`src/rtl/aes_gcm_pkg.sv`:
```
// Shared definitions for the AES-GCM core sequencer: bus widths, FSM encoding
// and the latched command record.
package aes_gcm_pkg;

    localparam int BLK_W = 128;
    localparam int KEY_W = 256;
    localparam int IV_W  = 96;

    typedef enum logic [3:0] {
        ST_IDLE,
        ST_INIT,
        ST_KEY,
        ST_IV,
        ST_AAD,
        ST_DATA,
        ST_TAG,
        ST_WAIT,
        ST_DONE
    } state_t;

    typedef struct packed {
        logic              encdec;
        logic              keylen;
        logic [0:KEY_W-1]  key;
        logic [0:IV_W-1]   iv;
    } cmd_t;

    // Encrypt has no expected tag to hand over, so it goes straight to WAIT.
    function automatic state_t post_data_state(input logic encdec);
        return encdec ? ST_WAIT : ST_TAG;
    endfunction

endpackage

```
`src/rtl/aes_gcm_blkcnt.sv`:
```
// Loadable down-counter for AAD / payload block counts; flags empty and
// the final remaining block.
module aes_gcm_blkcnt #(
    parameter int CW = 16
) (
    input  logic          iClk,
    input  logic          iRstn,
    input  logic          iLoad,
    input  logic [CW-1:0] iLoadVal,
    input  logic          iDec,
    output logic          oZero,
    output logic          oLast
);

    logic [CW-1:0] cnt;

    always_ff @(posedge iClk or negedge iRstn) begin
        if (!iRstn) begin
            cnt <= '0;
        end else if (iLoad) begin
            cnt <= iLoadVal;
        end else if (iDec && cnt != '0) begin
            cnt <= cnt - 1'b1;
        end
    end

    assign oZero = (cnt == '0);
    assign oLast = (cnt == CW'(1));

endmodule

```
`src/rtl/aes_gcm_ctrl.sv`:
```
// AES-GCM command sequencer: latches a command, walks the core through
// init/key/IV/AAD/payload/tag and reports completion and authenticity.
module aes_gcm_ctrl
    import aes_gcm_pkg::*;
#(
    parameter int CW = 16
) (
    input  logic               iClk,
    input  logic               iRstn,
    input  logic               iStart,
    input  logic               iEncdec,
    input  logic               iKeylen,
    input  logic [0:KEY_W-1]   iKey,
    input  logic [0:IV_W-1]    iIV,
    input  logic [CW-1:0]      iAadCnt,
    input  logic [CW-1:0]      iBlkCnt,
    input  logic [0:BLK_W-1]   iData,
    input  logic               iData_valid,
    output logic               oData_ready,
    input  logic [0:BLK_W-1]   iTag,
    input  logic               iTag_valid,
    output logic               oTag_ready,
    output logic               oBusy,
    output logic               oDone,
    output logic               oAuthentic,
    output logic               oErr,
    output logic               oCoreInit,
    output logic               oCoreEncdec,
    output logic               oCoreOpMode,
    output logic [0:KEY_W-1]   oCoreKey,
    output logic               oCoreKey_valid,
    output logic               oCoreKeylen,
    output logic [0:IV_W-1]    oCoreIV,
    output logic               oCoreIV_valid,
    output logic [0:BLK_W-1]   oCoreData,
    output logic               oCoreAad_valid,
    output logic               oCoreAad_last,
    output logic               oCoreBlock_valid,
    output logic               oCoreBlock_last,
    output logic [0:BLK_W-1]   oCoreTag,
    output logic               oCoreTag_valid,
    input  logic               iCoreReady,
    input  logic               iCoreResult_valid,
    input  logic               iCoreTag_valid,
    input  logic               iCoreAuthentic
);

    state_t        state;
    cmd_t          cmd_q;
    logic [CW-1:0] blk_q;
    logic [CW-1:0] res_cnt;
    logic          init_q;
    logic          tag_seen;
    logic          auth_q;
    logic          err_q;

    logic aad_zero, aad_last, blk_zero, blk_last;
    logic start_ok, data_rdy, beat, aad_fire, blk_fire;
    logic key_fire, iv_fire, tag_rdy, tag_fire;
    logic res_match, tag_hit;

    assign start_ok  = (state == ST_IDLE) && iStart;

    // Every core-side strobe is qualified by iCoreReady in the same cycle.
    assign data_rdy  = iCoreReady && (((state == ST_AAD)  && !aad_zero) ||
                                      ((state == ST_DATA) && !blk_zero));
    assign beat      = data_rdy && iData_valid;
    assign aad_fire  = beat && (state == ST_AAD);
    assign blk_fire  = beat && (state == ST_DATA);
    assign key_fire  = (state == ST_KEY) && iCoreReady;
    assign iv_fire   = (state == ST_IV)  && iCoreReady;
    assign tag_rdy   = (state == ST_TAG) && iCoreReady;
    assign tag_fire  = tag_rdy && iTag_valid;
    assign res_match = (res_cnt == blk_q);
    assign tag_hit   = tag_seen || iCoreTag_valid;

    aes_gcm_blkcnt #(.CW(CW)) u_aad_cnt (
        .iClk     (iClk),
        .iRstn    (iRstn),
        .iLoad    (start_ok),
        .iLoadVal (iAadCnt),
        .iDec     (aad_fire),
        .oZero    (aad_zero),
        .oLast    (aad_last)
    );

    aes_gcm_blkcnt #(.CW(CW)) u_blk_cnt (
        .iClk     (iClk),
        .iRstn    (iRstn),
        .iLoad    (start_ok),
        .iLoadVal (iBlkCnt),
        .iDec     (blk_fire),
        .oZero    (blk_zero),
        .oLast    (blk_last)
    );

    always_ff @(posedge iClk or negedge iRstn) begin
        if (!iRstn) begin
            state  <= ST_IDLE;
            cmd_q  <= '0;
            blk_q  <= '0;
            init_q <= 1'b0;
        end else begin
            init_q <= 1'b0;
            case (state)
                ST_IDLE: if (iStart) begin
                    state        <= ST_INIT;
                    init_q       <= 1'b1;
                    cmd_q.encdec <= iEncdec;
                    cmd_q.keylen <= iKeylen;
                    cmd_q.key    <= iKey;
                    cmd_q.iv     <= iIV;
                    blk_q        <= iBlkCnt;
                end
                ST_INIT: if (iCoreReady) state <= ST_KEY;
                ST_KEY:  if (iCoreReady) state <= ST_IV;
                ST_IV:   if (iCoreReady) begin
                    if (!aad_zero)      state <= ST_AAD;
                    else if (!blk_zero) state <= ST_DATA;
                    else                state <= post_data_state(cmd_q.encdec);
                end
                ST_AAD: if (aad_fire && aad_last) begin
                    state <= blk_zero ? post_data_state(cmd_q.encdec) : ST_DATA;
                end
                ST_DATA: if (blk_fire && blk_last) state <= post_data_state(cmd_q.encdec);
                ST_TAG:  if (tag_fire) state <= ST_WAIT;
                ST_WAIT: if (res_match && tag_hit) state <= ST_DONE;
                ST_DONE: state <= ST_IDLE;
                default: state <= ST_IDLE;
            endcase
        end
    end

    // Results and the core tag may overtake the FSM, so they are tracked
    // independently of the current state.
    always_ff @(posedge iClk or negedge iRstn) begin
        if (!iRstn) begin
            res_cnt  <= '0;
            tag_seen <= 1'b0;
            auth_q   <= 1'b0;
            err_q    <= 1'b0;
        end else if (start_ok) begin
            res_cnt  <= '0;
            tag_seen <= 1'b0;
            auth_q   <= 1'b0;
            err_q    <= 1'b0;
        end else begin
            if (iCoreResult_valid) begin
                if (res_match) err_q   <= 1'b1;
                else           res_cnt <= res_cnt + 1'b1;
            end
            if (iCoreTag_valid && state != ST_IDLE && !tag_seen) begin
                tag_seen <= 1'b1;
                auth_q   <= cmd_q.encdec ? 1'b1 : iCoreAuthentic;
            end
        end
    end

    assign oBusy            = (state != ST_IDLE);
    assign oDone            = (state == ST_DONE);
    assign oAuthentic       = auth_q;
    assign oErr             = err_q;
    assign oData_ready      = data_rdy;
    assign oTag_ready       = tag_rdy;

    assign oCoreInit        = init_q;
    assign oCoreEncdec      = cmd_q.encdec;
    assign oCoreOpMode      = 1'b0;
    assign oCoreKey         = cmd_q.key;
    assign oCoreKeylen      = cmd_q.keylen;
    assign oCoreKey_valid   = key_fire;
    assign oCoreIV          = cmd_q.iv;
    assign oCoreIV_valid    = iv_fire;
    assign oCoreData        = beat ? iData : '0;
    assign oCoreAad_valid   = aad_fire;
    assign oCoreAad_last    = aad_fire && aad_last;
    assign oCoreBlock_valid = blk_fire;
    assign oCoreBlock_last  = blk_fire && blk_last;
    assign oCoreTag         = tag_fire ? iTag : '0;
    assign oCoreTag_valid   = tag_fire;

endmodule

```
`config.mk`:
```
export PLATFORM = sky130hd
export DESIGN_NAME = aes_gcm_ctrl
export DESIGN_NICKNAME = d
export VERILOG_FILES = /design/src/rtl/aes_gcm_pkg.sv /design/src/rtl/aes_gcm_blkcnt.sv /design/src/rtl/aes_gcm_ctrl.sv
export SDC_FILE = /design/constraint.sdc
export NUM_CORES = 1
export LEC_CHECK = 0
export CORE_AREA = 4 4 501 503
export CTS_BUF_LIST = sky130_fd_sc_hd__clkbuf_4
export DETAILED_ROUTE_END_ITERATION = 6
export DIE_AREA = 0 0 505 507
export SLEW_MARGIN = 20
export SYNTH_ARGS = -nofsm -noshare
export SYNTH_HDL_FRONTEND = slang
export SYNTH_HIERARCHICAL = 1
export SYNTH_SLANG_ARGS = --single-unit
```
`constraint.sdc`:
```
create_clock -name iClk -period 5.1 [get_ports iClk]
set_input_delay 0.51 -clock iClk [delete_from_list [all_inputs] [get_ports iClk]]
set_output_delay 0.51 -clock iClk [all_outputs]
set_load 0.1 [all_outputs]
```
==> results.py <==
metrics = {
    "sta": {
        "finalClockSkew_ns": 0.0785,
        "timing_hold_violations_final": 0,
        "fin_crit_ns": 4.79,
        "tightest_slew_ns": 1.18,
        "fin_crit_sh_pct": 93.8,
        "fmax_mhz": 209,
        "setup_viol": 0,
        "worst_slack_ns": 0.315,
        "fin_hold_ws_ns": 0.188,
        "tns_ns": 0,
        "drv_slew": 0,
        "max_slew_margin_pct": 21.2,
    },
    "drt": {
        "ant_nets": 0,
        "drc_errors": 0,
        "drt-total-wl_um": 219000,
        "viasPerCell": 3.28,
        "dr.pass1.iters": 5,
        "vias": 24100,
        "wl_per_cell_um": 29.8,
        "drt_iter0_markers": 1329,
    },
    "power": {
        "peakVddDrop_mv": 0.528,
        "power.total_mw": 28.1,
        "p_per_area_nw_per_um2": 698,
        "leakage_nw": 18.7,
    },
    "place": {
        "numPortBuffers": 1274,
        "dpl_cell_area_um2": 34600,
        "dp.cells": 6671,
        "globalplace.congestion": 0.967,
        "dp_hpwl_um": 188000,
        "pre_cts_ws_ns": 1.20,
    },
    "grt": {
        "antenna_found_initial": 166,
        "grt_pass1_vias": 25200,
        "grtUsageTotal_pct": 16.4,
        "grt_max_degree": 135,
        "globalRouteOverflowTotal": 0,
        "grt_pass1_wl_um": 272000,
    },
    "yosys": {
        "ys_top_cells_by_count": "nand2_1, dfrtp_1, and2_1",
        "async_flop_share_pct": 100,
        "postSynthNetCount": 2951,
        "synth_most_common_cell": "nand2_1",
        "yosysWarningCount": 6,
        "synth_edf_count": 0,
        "synth_top_area_share_pct": 55.0,
        "ys.flop_type": "dfrtp_1",
        "synth-seq-cells": 426,
        "ys_types": 56,
        "synthTopCellsByArea": "dfrtp_1, nand2_1, and2_1",
        "syn_inst": 2295,
        "syn_avg_cell_area_um2": 8.45,
        "synth_area_um2": 19400,
        "yosysTopAreaCell": "dfrtp_1",
        "synth_seq_area_share_pct": 55.0,
    },
    "worst_setup_path": {
        "crit_chain": "inv_2 -> nor2_1 -> nand2_1 -> nor3_4 -> and3_1 -> clkdlybuf4s50_1",
        "critPathBufInv": 2,
        "arrival_ns": 4.28,
        "critical-path-top-delay-family": "simple AND/OR/NAND/NOR gates",
        "cp-start-kind": "flop",
        "worst-setup-path-type": "reg -> out",
        "required_ns": 4.59,
        "critPathCaptureType": "primary output",
        "slowest_stage": "clkdlybuf4s50_1",
        "cpPeakStageDelay_ns": 1.17,
        "worstPathMaxFanout": 21,
    },
    "worst_hold_path": {
        "hold_class": "in -> reg",
    },
    "clock_network": {
        "cts_root_buffer": "clkbuf_4",
        "clk_path_buf_depth": 3,
        "cts_tree": "yes",
        "htree_levels": 4,
        "worstSkewPairLatency_ns": 1.14,
        "clk_pin_slew_ns": 0.06,
        "clock_sinks": 426,
        "cts_setup_buffers": 0,
        "numCtsBuffers": 144,
    },
    "flow_run": {
        "maxCapViolCount": 0,
    },
    "final_layout": {
        "area_growth_syn_to_layout_pct": 108,
        "fin_area_um2": 40300,
        "fillers": 27700,
        "drive_above_1_share_pct": 18.2,
        "post-route-util_pct": 16.4,
        "fin_nets": 4629,
        "fin_cells": 7337,
        "regArea_um2": 10700,
        "multiInputGateArea_um2": 8010,
    },
    "floorplanning": {
        "std_cell_rows": 182,
        "die_width_um": 505,
        "initial_core_util_pct": 7.88,
        "dieArea_um2": 256000,
        "ioPinCount": 1276,
        "core-area_um2": 246000,
        "die_h_um": 507,
    },
    "run_status": {
        "status": "finished, final reports clean",
    },
}
-- final cells by class --
class                   count  share of cell area, %
well taps                3220                   10.0
clock inverters            46                  0.695
multi-input cells        1710                   19.9
inverters                  17                  0.177
diodes                     42                  0.261
repair buffers           1674                   38.8
flip-flops and latches    426                   26.4
clock buffers             202                   3.76
-- logic make-up after synthesis --
group | synth area share, %
AND/OR/NAND/NOR | 36.1
flip-flops | 55.0
buffers and inverters | 3.85
AO/OA/AOI/OAI | 3.74
XOR/XNOR | 0.762
adder cells (fa/ha/maj) | 0.323
multiplexers | 0.213
other | 0.0193
-- final timing paths --
path | from | end | slack [ns] | cells past startpoint
worst min-delay path | iKey[125] | oCoreKey[125] | 0.19 | 3
worst min register to register | oCoreIV[22] | oCoreIV[22] | 0.47 | 2
max in group asynchronous | iRstn | u_aad_cnt/cnt[13] | 3.62 | 4
min in group asynchronous | iRstn | oCoreKey[158] | 0.67 | 4
worst max-delay path | state[2] | oCoreTag[116] | 0.31 | 6
worst max register to register | u_aad_cnt/cnt[0] | u_aad_cnt/cnt[15] | 1.09 | 10
-- worst register-to-register path, delay by kind of cell (launching register included) --
kind / cells / cell delay [ns]
buffers and inverters: 2 / 0.31
AND/OR/NAND/NOR: 6 / 2.77
AO/OA/AOI/OAI: 1 / 0.19
flip-flops: 1 / 0.38
adder cells (fa/ha/maj): 1 / 0.24
-- state kept, by name, indices dropped and copies added, names as in the netlist, 4 cells and up --
name and flops:
blk_q 16, u_blk_cnt/cnt 16, state 4, oCoreKey 256, oCoreIV 96, u_aad_cnt/cnt 16
res_cnt 16
-- cell usage in the layout, fill, tap and decap left out, drive strengths merged, types with 3 or more instances in the layout --
cell and count:
nand2 1148, clkdlybuf4s50 799, buf 499, dfrtp 426, dlygate4sd3 375, clkbuf 202
and2 137, and3 135, diode 42, clkinv 42, o21ai 29, a21oi 28
nor2 24, or4 23, inv 20, a31oi 17, xnor2 16, or3 16
nand3 14, o31ai 12, nand4 12, nor3 11, nand2b 8, o211ai 8
nor4 7, or4b 6, o21a 6, nand4b 5, ha 5, nor2b 4
or2 4, nor4b 4, o31a 4, nor3b 4, mux2i 3, a2bb2oi 3
and4 3, o311ai 3
-- per-layer routing --
layer / track usage, % / wire, um
met1: 15.7 / 73000
met2: 27.6 / 103000
met3: 12.7 / 36200
met4: 4.36 / 6800
met5: 0 / 445
-- report_power, final --
part / internal, mW / leakage [nW] / switching [mW]
clock network: 1.90 / 1.07 / 1.96
registers: 4.84 / 5.38 / 1.03
logic: 3.50 / 12.3 / 14.9
total: 10.2 / 18.7 / 17.9
-- repair_timing --
action | CTS | global route
endpoints found under the hold margin | 594 | 0
endpoints found under the setup margin | 1 | 1
gates resized for setup | 1 | 1
gates cloned | 0 | 0
hold buffers | 376 | 0
No activity file was read; power rests on OpenSTA's default activity.
